<file path="config.mk">
export PLATFORM = sky130hd
export DESIGN_NAME = alu_signed_mult_seq_flat
export DESIGN_NICKNAME = d
export VERILOG_FILES = /design/src/rtl/alu_pkg.sv /design/src/rtl/alu_signed_mult_seq_if.sv /design/src/rtl/alu_negate.sv /design/src/rtl/alu_signed_mult_seq.sv /design/src/flat_wrapper.sv
export SDC_FILE = /design/constraint.sdc
export NUM_CORES = 1
export LEC_CHECK = 0
export BUFFER_PORTS_ARGS = -buffer_cell sky130_fd_sc_hd__buf_2
export CAP_MARGIN = 20
export CORE_ASPECT_RATIO = 0.6
export CORE_MARGIN = 1
export CORE_UTILIZATION = 40
export CTS_CLUSTER_SIZE = 40
export DETAILED_ROUTE_END_ITERATION = 10
export GPL_ROUTABILITY_DRIVEN = 0
export SLEW_MARGIN = 25
export SYNTH_ARGS = -nofsm -noshare
export SYNTH_HDL_FRONTEND = slang
export SYNTH_SLANG_ARGS = --single-unit
</file>
<file path="constraint.sdc">
create_clock -name clk -period 8 [get_ports clk]
set_input_delay 1.2 -clock clk [delete_from_list [all_inputs] [get_ports clk]]
set_output_delay 1.2 -clock clk [all_outputs]
set_load 0.005 [all_outputs]
</file>
<file path="src/rtl/alu_pkg.sv">
// rtl/alu_pkg.sv - shared ALU constants and sequencer state encoding
package alu_pkg;

  localparam int ALU_WIDTH = 12;

  typedef enum logic [2:0] {
    ST_IDLE    = 3'd0,
    ST_NEG_IN  = 3'd1,
    ST_ITER    = 3'd2,
    ST_NEG_OUT = 3'd3,
    ST_DONE    = 3'd4
  } state_e;

endpackage

</file>
<file path="src/rtl/alu_signed_mult_seq_if.sv">
// rtl/alu_signed_mult_seq_if.sv - operand/product handshake bundle for the signed multiplier
interface alu_signed_mult_seq_if
  import alu_pkg::*;
#(
  parameter int WIDTH = ALU_WIDTH
) ();

  logic                 flush;
  logic                 in_valid;
  logic                 in_ready;
  logic [WIDTH-1:0]     in_a;
  logic [WIDTH-1:0]     in_b;
  logic                 out_valid;
  logic                 out_ready;
  logic [2*WIDTH-1:0]   out_prod;
  logic                 busy;

  // Requester side: supplies operands, consumes products.
  modport master (
    output flush, in_valid, in_a, in_b, out_ready,
    input  in_ready, out_valid, out_prod, busy
  );

  // Sequencer side.
  modport slave (
    input  flush, in_valid, in_a, in_b, out_ready,
    output in_ready, out_valid, out_prod, busy
  );

endinterface

</file>
<file path="src/rtl/alu_negate.sv">
// rtl/alu_negate.sv - combinational two's-complement negation
module alu_negate #(
  parameter int W = 12
) (
  input  logic [W-1:0] i_a,
  output logic [W-1:0] o_b
);

  assign o_b = ~i_a + W'(1);

endmodule

</file>
<file path="src/rtl/alu_signed_mult_seq.sv">
// rtl/alu_signed_mult_seq.sv - sign/magnitude shift-add multiplier sequencer
module alu_signed_mult_seq
  import alu_pkg::*;
#(
  parameter int WIDTH = ALU_WIDTH
) (
  input  logic                 clk,
  input  logic                 rst_n,
  alu_signed_mult_seq_if.slave bus
);

  localparam int CNT_W = $clog2(WIDTH);
  localparam int PW    = 2 * WIDTH;

  state_e             r_state;
  state_e             w_next;
  logic [WIDTH-1:0]   r_a;
  logic [WIDTH-1:0]   r_b;
  logic               r_sign;
  logic [WIDTH-1:0]   r_a_mag;
  logic [WIDTH-1:0]   r_b_mag;
  logic [PW-1:0]      r_acc;
  logic [CNT_W-1:0]   r_cnt;
  logic [PW-1:0]      r_prod;

  logic               w_accept;
  logic [PW-1:0]      w_neg_in;
  logic [PW-1:0]      w_neg_out;
  logic [WIDTH-1:0]   w_b_neg;
  logic [PW-1:0]      w_addend;

  assign bus.in_ready  = (r_state == ST_IDLE);
  assign bus.out_valid = (r_state == ST_DONE);
  assign bus.busy      = (r_state != ST_IDLE);
  assign bus.out_prod  = r_prod;

  // flush beats a simultaneous operand offer
  assign w_accept = bus.in_valid && bus.in_ready && !bus.flush;

  // The wide negator is shared: operand a (zero-extended) in NEG_IN, accumulator in NEG_OUT.
  assign w_neg_in = (r_state == ST_NEG_OUT) ? r_acc : {{WIDTH{1'b0}}, r_a};

  alu_negate #(.W(PW)) u_neg_wide (
    .i_a (w_neg_in),
    .o_b (w_neg_out)
  );

  // Second narrow copy lets both magnitudes resolve in a single NEG_IN cycle.
  alu_negate #(.W(WIDTH)) u_neg_b (
    .i_a (r_b),
    .o_b (w_b_neg)
  );

  assign w_addend = r_b_mag[r_cnt] ? ({{WIDTH{1'b0}}, r_a_mag} << r_cnt) : '0;

  // State register.
  always_ff @(posedge clk or negedge rst_n) begin
    if (!rst_n) r_state <= ST_IDLE;
    else        r_state <= w_next;
  end

  // Next-state: linear walk through the phases, flush returns to IDLE from anywhere.
  always_comb begin
    w_next = r_state;
    if (bus.flush) begin
      w_next = ST_IDLE;
    end else begin
      case (r_state)
        ST_IDLE:    if (w_accept) w_next = ST_NEG_IN;
        ST_NEG_IN:  w_next = ST_ITER;
        ST_ITER:    if (r_cnt == CNT_W'(WIDTH - 1)) w_next = ST_NEG_OUT;
        ST_NEG_OUT: w_next = ST_DONE;
        ST_DONE:    if (bus.out_ready) w_next = ST_IDLE;
        default:    w_next = ST_IDLE;
      endcase
    end
  end

  // Datapath: capture operands, form magnitudes, accumulate partial products, fix sign.
  always_ff @(posedge clk or negedge rst_n) begin
    if (!rst_n) begin
      r_a     <= '0;
      r_b     <= '0;
      r_sign  <= 1'b0;
      r_a_mag <= '0;
      r_b_mag <= '0;
      r_acc   <= '0;
      r_cnt   <= '0;
      r_prod  <= '0;
    end else begin
      case (r_state)
        ST_IDLE: begin
          if (w_accept) begin
            r_a    <= bus.in_a;
            r_b    <= bus.in_b;
            r_sign <= bus.in_a[WIDTH-1] ^ bus.in_b[WIDTH-1];
          end
        end
        ST_NEG_IN: begin
          // -2^(W-1) negates to itself, which read unsigned is the correct magnitude.
          r_a_mag <= r_a[WIDTH-1] ? w_neg_out[WIDTH-1:0] : r_a;
          r_b_mag <= r_b[WIDTH-1] ? w_b_neg : r_b;
          r_acc   <= '0;
          r_cnt   <= '0;
        end
        ST_ITER: begin
          r_acc <= r_acc + w_addend;
          r_cnt <= r_cnt + CNT_W'(1);
        end
        ST_NEG_OUT: begin
          r_prod <= r_sign ? w_neg_out : r_acc;
        end
        default: ;
      endcase
    end
  end

endmodule

</file>
<file path="src/flat_wrapper.sv">
// flat-port wrapper written by rule: the top's interface ports become plain ports
module alu_signed_mult_seq_flat import alu_pkg::*;
#(
  parameter int WIDTH = ALU_WIDTH
)
  (clk, rst_n, bus_flush, bus_in_valid, bus_in_a, bus_in_b, bus_out_ready, bus_in_ready, bus_out_valid, bus_out_prod, bus_busy);
  alu_signed_mult_seq_if #(.WIDTH(WIDTH)) bus_i ();
  input  logic clk;
  input  logic rst_n;
  input wire logic [$bits(bus_i.flush)-1:0] bus_flush;
  input wire logic [$bits(bus_i.in_valid)-1:0] bus_in_valid;
  input wire logic [$bits(bus_i.in_a)-1:0] bus_in_a;
  input wire logic [$bits(bus_i.in_b)-1:0] bus_in_b;
  input wire logic [$bits(bus_i.out_ready)-1:0] bus_out_ready;
  output wire logic [$bits(bus_i.in_ready)-1:0] bus_in_ready;
  output wire logic [$bits(bus_i.out_valid)-1:0] bus_out_valid;
  output wire logic [$bits(bus_i.out_prod)-1:0] bus_out_prod;
  output wire logic [$bits(bus_i.busy)-1:0] bus_busy;
  assign bus_i.flush = bus_flush;
  assign bus_i.in_valid = bus_in_valid;
  assign bus_i.in_a = bus_in_a;
  assign bus_i.in_b = bus_in_b;
  assign bus_i.out_ready = bus_out_ready;
  assign bus_in_ready = bus_i.in_ready;
  assign bus_out_valid = bus_i.out_valid;
  assign bus_out_prod = bus_i.out_prod;
  assign bus_busy = bus_i.busy;
  alu_signed_mult_seq #(.WIDTH(WIDTH)) u_core (.clk(clk), .rst_n(rst_n), .bus(bus_i));
endmodule
</file>
==> flow_summary.ini <==
[status]
status = completed

[die]
start_util_pct = 41.3
row_count = 36
core-area_um2 = 16400
die_w_um = 170
chipHeight_um = 103
die_area_um2 = 17500
ios = 56

[synth]
syn_inst = 758
synth_edf_count = 0
synthXorXnorAreaFrac_pct = 7.63
ys_seq_elements = 104
synth_top_family_by_area = compound AO/OA/AOI/OAI gates
synthTopCellsByCount = nand2_1, dfrtp_1, o21ai_0
synthArstFlopShare_pct = 100
synth-main-ff-cell = dfrtp_1
synth_compound_area_share_pct = 18.5
ys_top_cells_by_area = dfrtp_1, nand2_1, xor2_1
muxShareOfSynthArea_pct = 9.73
avgSynthCellArea_um2 = 8.94
syn_area_um2 = 6770
yosys_warnings = 0
post-synth-top-count-cell = nand2_1
synth_top_area_share_pct = 38.4
synth-seq-area-share_pct = 38.4
synthDistinctLibCells = 63
synth_nets = 814
synth_top_area_cell = dfrtp_1
synthAdderAreaFrac_pct = 5.10
synthSimpleGateAreaFrac_pct = 17.2

[clock_network]
clockRootBuffer = clkbuf_16
numCtsBuffers = 9
clkLatencyLatePin_ps = 350
post-cts-setup-buffer-count = 0
cts_resized = 0
clock_sinks = 104
cts_max_level = 3
cts.path.max_buffers = 2
ctsHoldBuffers = 0
cts_tree = yes
cts.clk_slew.worst_paths_ps = 80

[placement]
dpl.hpwl_um = 13400
placed_area_um2 = 7150
port_buffers = 55

[route]
met3WireLength_um = 1660
topRoutingLayerUsed = met4
ant_nets = 0
drt-met1-wl_um = 9270
drc = 0
wirelength_um = 18100
dr.pass1.iters = 5
drtIter0Drc = 641
wl_per_cell_um = 17.9
route.met2.wl_um = 6920
num_vias = 5893
via_per_inst = 5.82

[cells_and_area]
area_delta_synth_final_pct = 11.0
diodes = 0
nets = 836
final_area_um2 = 7520
drive_gt1_share_pct = 14.9

[timing]
grt_setup_unrepaired = false
hold_viol_final = 0
fin_crit_ps = 4410
setup_viol = 0
final_max_slew_viol_count = 0
worst_slew_pin_slew_ps = 1000
whs_ps = 478
min_period_over_period_pct = 55.1
slew_headroom_pct = 33.1
finalSetupTns_ps = 0
fmaxAchievable_ghz = 0.227
clock_skew_ps = 10.9

[worst_setup_path]
path_cells = mux4_2 -> nand2_1 -> a21o_1 -> nor2_1 -> ha_1 -> a21o_1 -> a21oi_1 -> a211oi_1 -> o41ai_2 -> nor3b_1 -> o31ai_1 -> mux2i_1
worst_setup_path_end_kind = flop
r2r-start = u_core.r_cnt[0]
worstSetupStartpointType = flop
reg2reg_to = u_core.r_acc[21]
crit_top_cell = a21o_1
reg2reg_slack_ps = 3590
critPathMaxFanout = 26
cpPeakStageDelay_ps = 990
slowest_stage = dfrtp_1
critPathKind = reg2reg
reg2reg_depth = 12
arrival_ps = 4680
critPathRequiredTime_ps = 8270

[global_routing]
antenna_found_initial = 0
grt_max_degree = 67
grt_first_pass_wirelength_um = 28600
grt.overflow.total = 0
track_usage_pct = 21.3
grt_pass1_vias = 5310

[power_and_ir_drop]
ir_drop_mv = 0.132
p_leak_nw = 3.41
p_per_area_nw_per_um2 = 319

[worst_hold_path]
min_path_type = reg2reg
hp-start = u_core.r_b_mag[5]
min_to = u_core.r_b_mag[5]
min_delay_path_depth = 2

[job]
maxCapViolations = 0
[routing by layer]
layer,vias up,global-route usage (%)
met5,-,0
met4,0,5.75
met1,2857,33.6
met3,26,4.99
li1,2746,-
met2,264,28.2
[registers in the layout (all words and copies together) (netlist names)]
name	flops
u_core.r_acc	24
u_core.r_b_mag	12
u_core.r_state	3
u_core.bus.out_prod	24
u_core.r_a	12
u_core.r_cnt	4
u_core.r_sign	1
u_core.r_b	12
u_core.r_a_mag	12
[per-stage QoR]
stage | setup WS, ps | power [mW] | util, % | instances
6_report | 3590 | 2.39 | 45.8 | 1013
5_1_grt | 3210 | 2.55 | 45.8 | 1013
4_1_cts | 3640 | 2.39 | 45.8 | 1013
3_5_place_dp | 3640 | 1.84 | 43.6 | 997
3_3_place_gp | 3750 | 1.82 | 43.6 | 997
2_1_floorplan | 4300 | 1.55 | - | 758
[placed cells by master, fill, tap and decap left out, types with 5 or more instances in the layout]
cell	instances
inv_1	7
xor2_1	47
mux2_2	26
o31ai_1	10
a31oi_1	5
nor3_1	10
nor4_1	6
dfrtp_1	104
a21o_1	10
o21ai_1	19
o22ai_1	13
xnor2_1	12
nor2b_1	7
nand2_1	122
buf_2	54
nand4_1	5
mux2i_1	24
o21ai_0	81
ha_1	26
a21oi_1	36
nand3_1	11
nor2_1	45
or3_1	12
a211oi_1	6
clkbuf_16	9
nand2b_1	5
[worst max-delay path, delay by kind of cell, from the launching register on]
family	cells	cell delay, ps
and+or+nand+nor	3	320
adders and majority gates	1	360
DFF	1	990
muxes	2	850
AOI/OAI and AO/OA	6	1820
[cell families (layout without fill, tap and decap cells)]
| family | count (synthesis) | in the layout |
|---|---|---|
| compound gates | 209 | 209 |
| xor+xnor | 59 | 59 |
| fa+ha+maj | 27 | 27 |
| buf+inv | 55 | 82 |
| flops | 104 | 104 |
| mux | 57 | 57 |
| simple gates | 247 | 247 |
[area by class of cell]
| class | instances | area (um^2) |
|---|---|---|
| clock buffer | 10 | 239 |
| fill | 1579 | 8880 |
| tap | 228 | 285 |
| sequential | 104 | 2600 |
| timing repair buffer | 58 | 300 |
| multi-input combinational | 599 | 3940 |
| clock inverter | 6 | 124 |
| inverter | 8 | 30.0 |
[worst max path at each step]
stage	from	to
floorplan	u_core.r_cnt[0]	u_core.r_acc[22]
global placement	u_core.r_cnt[0]	u_core.r_acc[22]
detailed placement	u_core.r_cnt[0]	u_core.r_acc[22]
CTS	u_core.r_cnt[0]	u_core.r_acc[22]
global route	u_core.r_cnt[0]	u_core.r_acc[21]
finish	u_core.r_cnt[0]	u_core.r_acc[21]
[power breakdown]
part	total, mW	internal, mW	switching [mW]
clock	0.534	0.320	0.214
combinational	0.922	0.410	0.513
sequential	0.938	0.689	0.249
(Power assumes the default switching activity.)
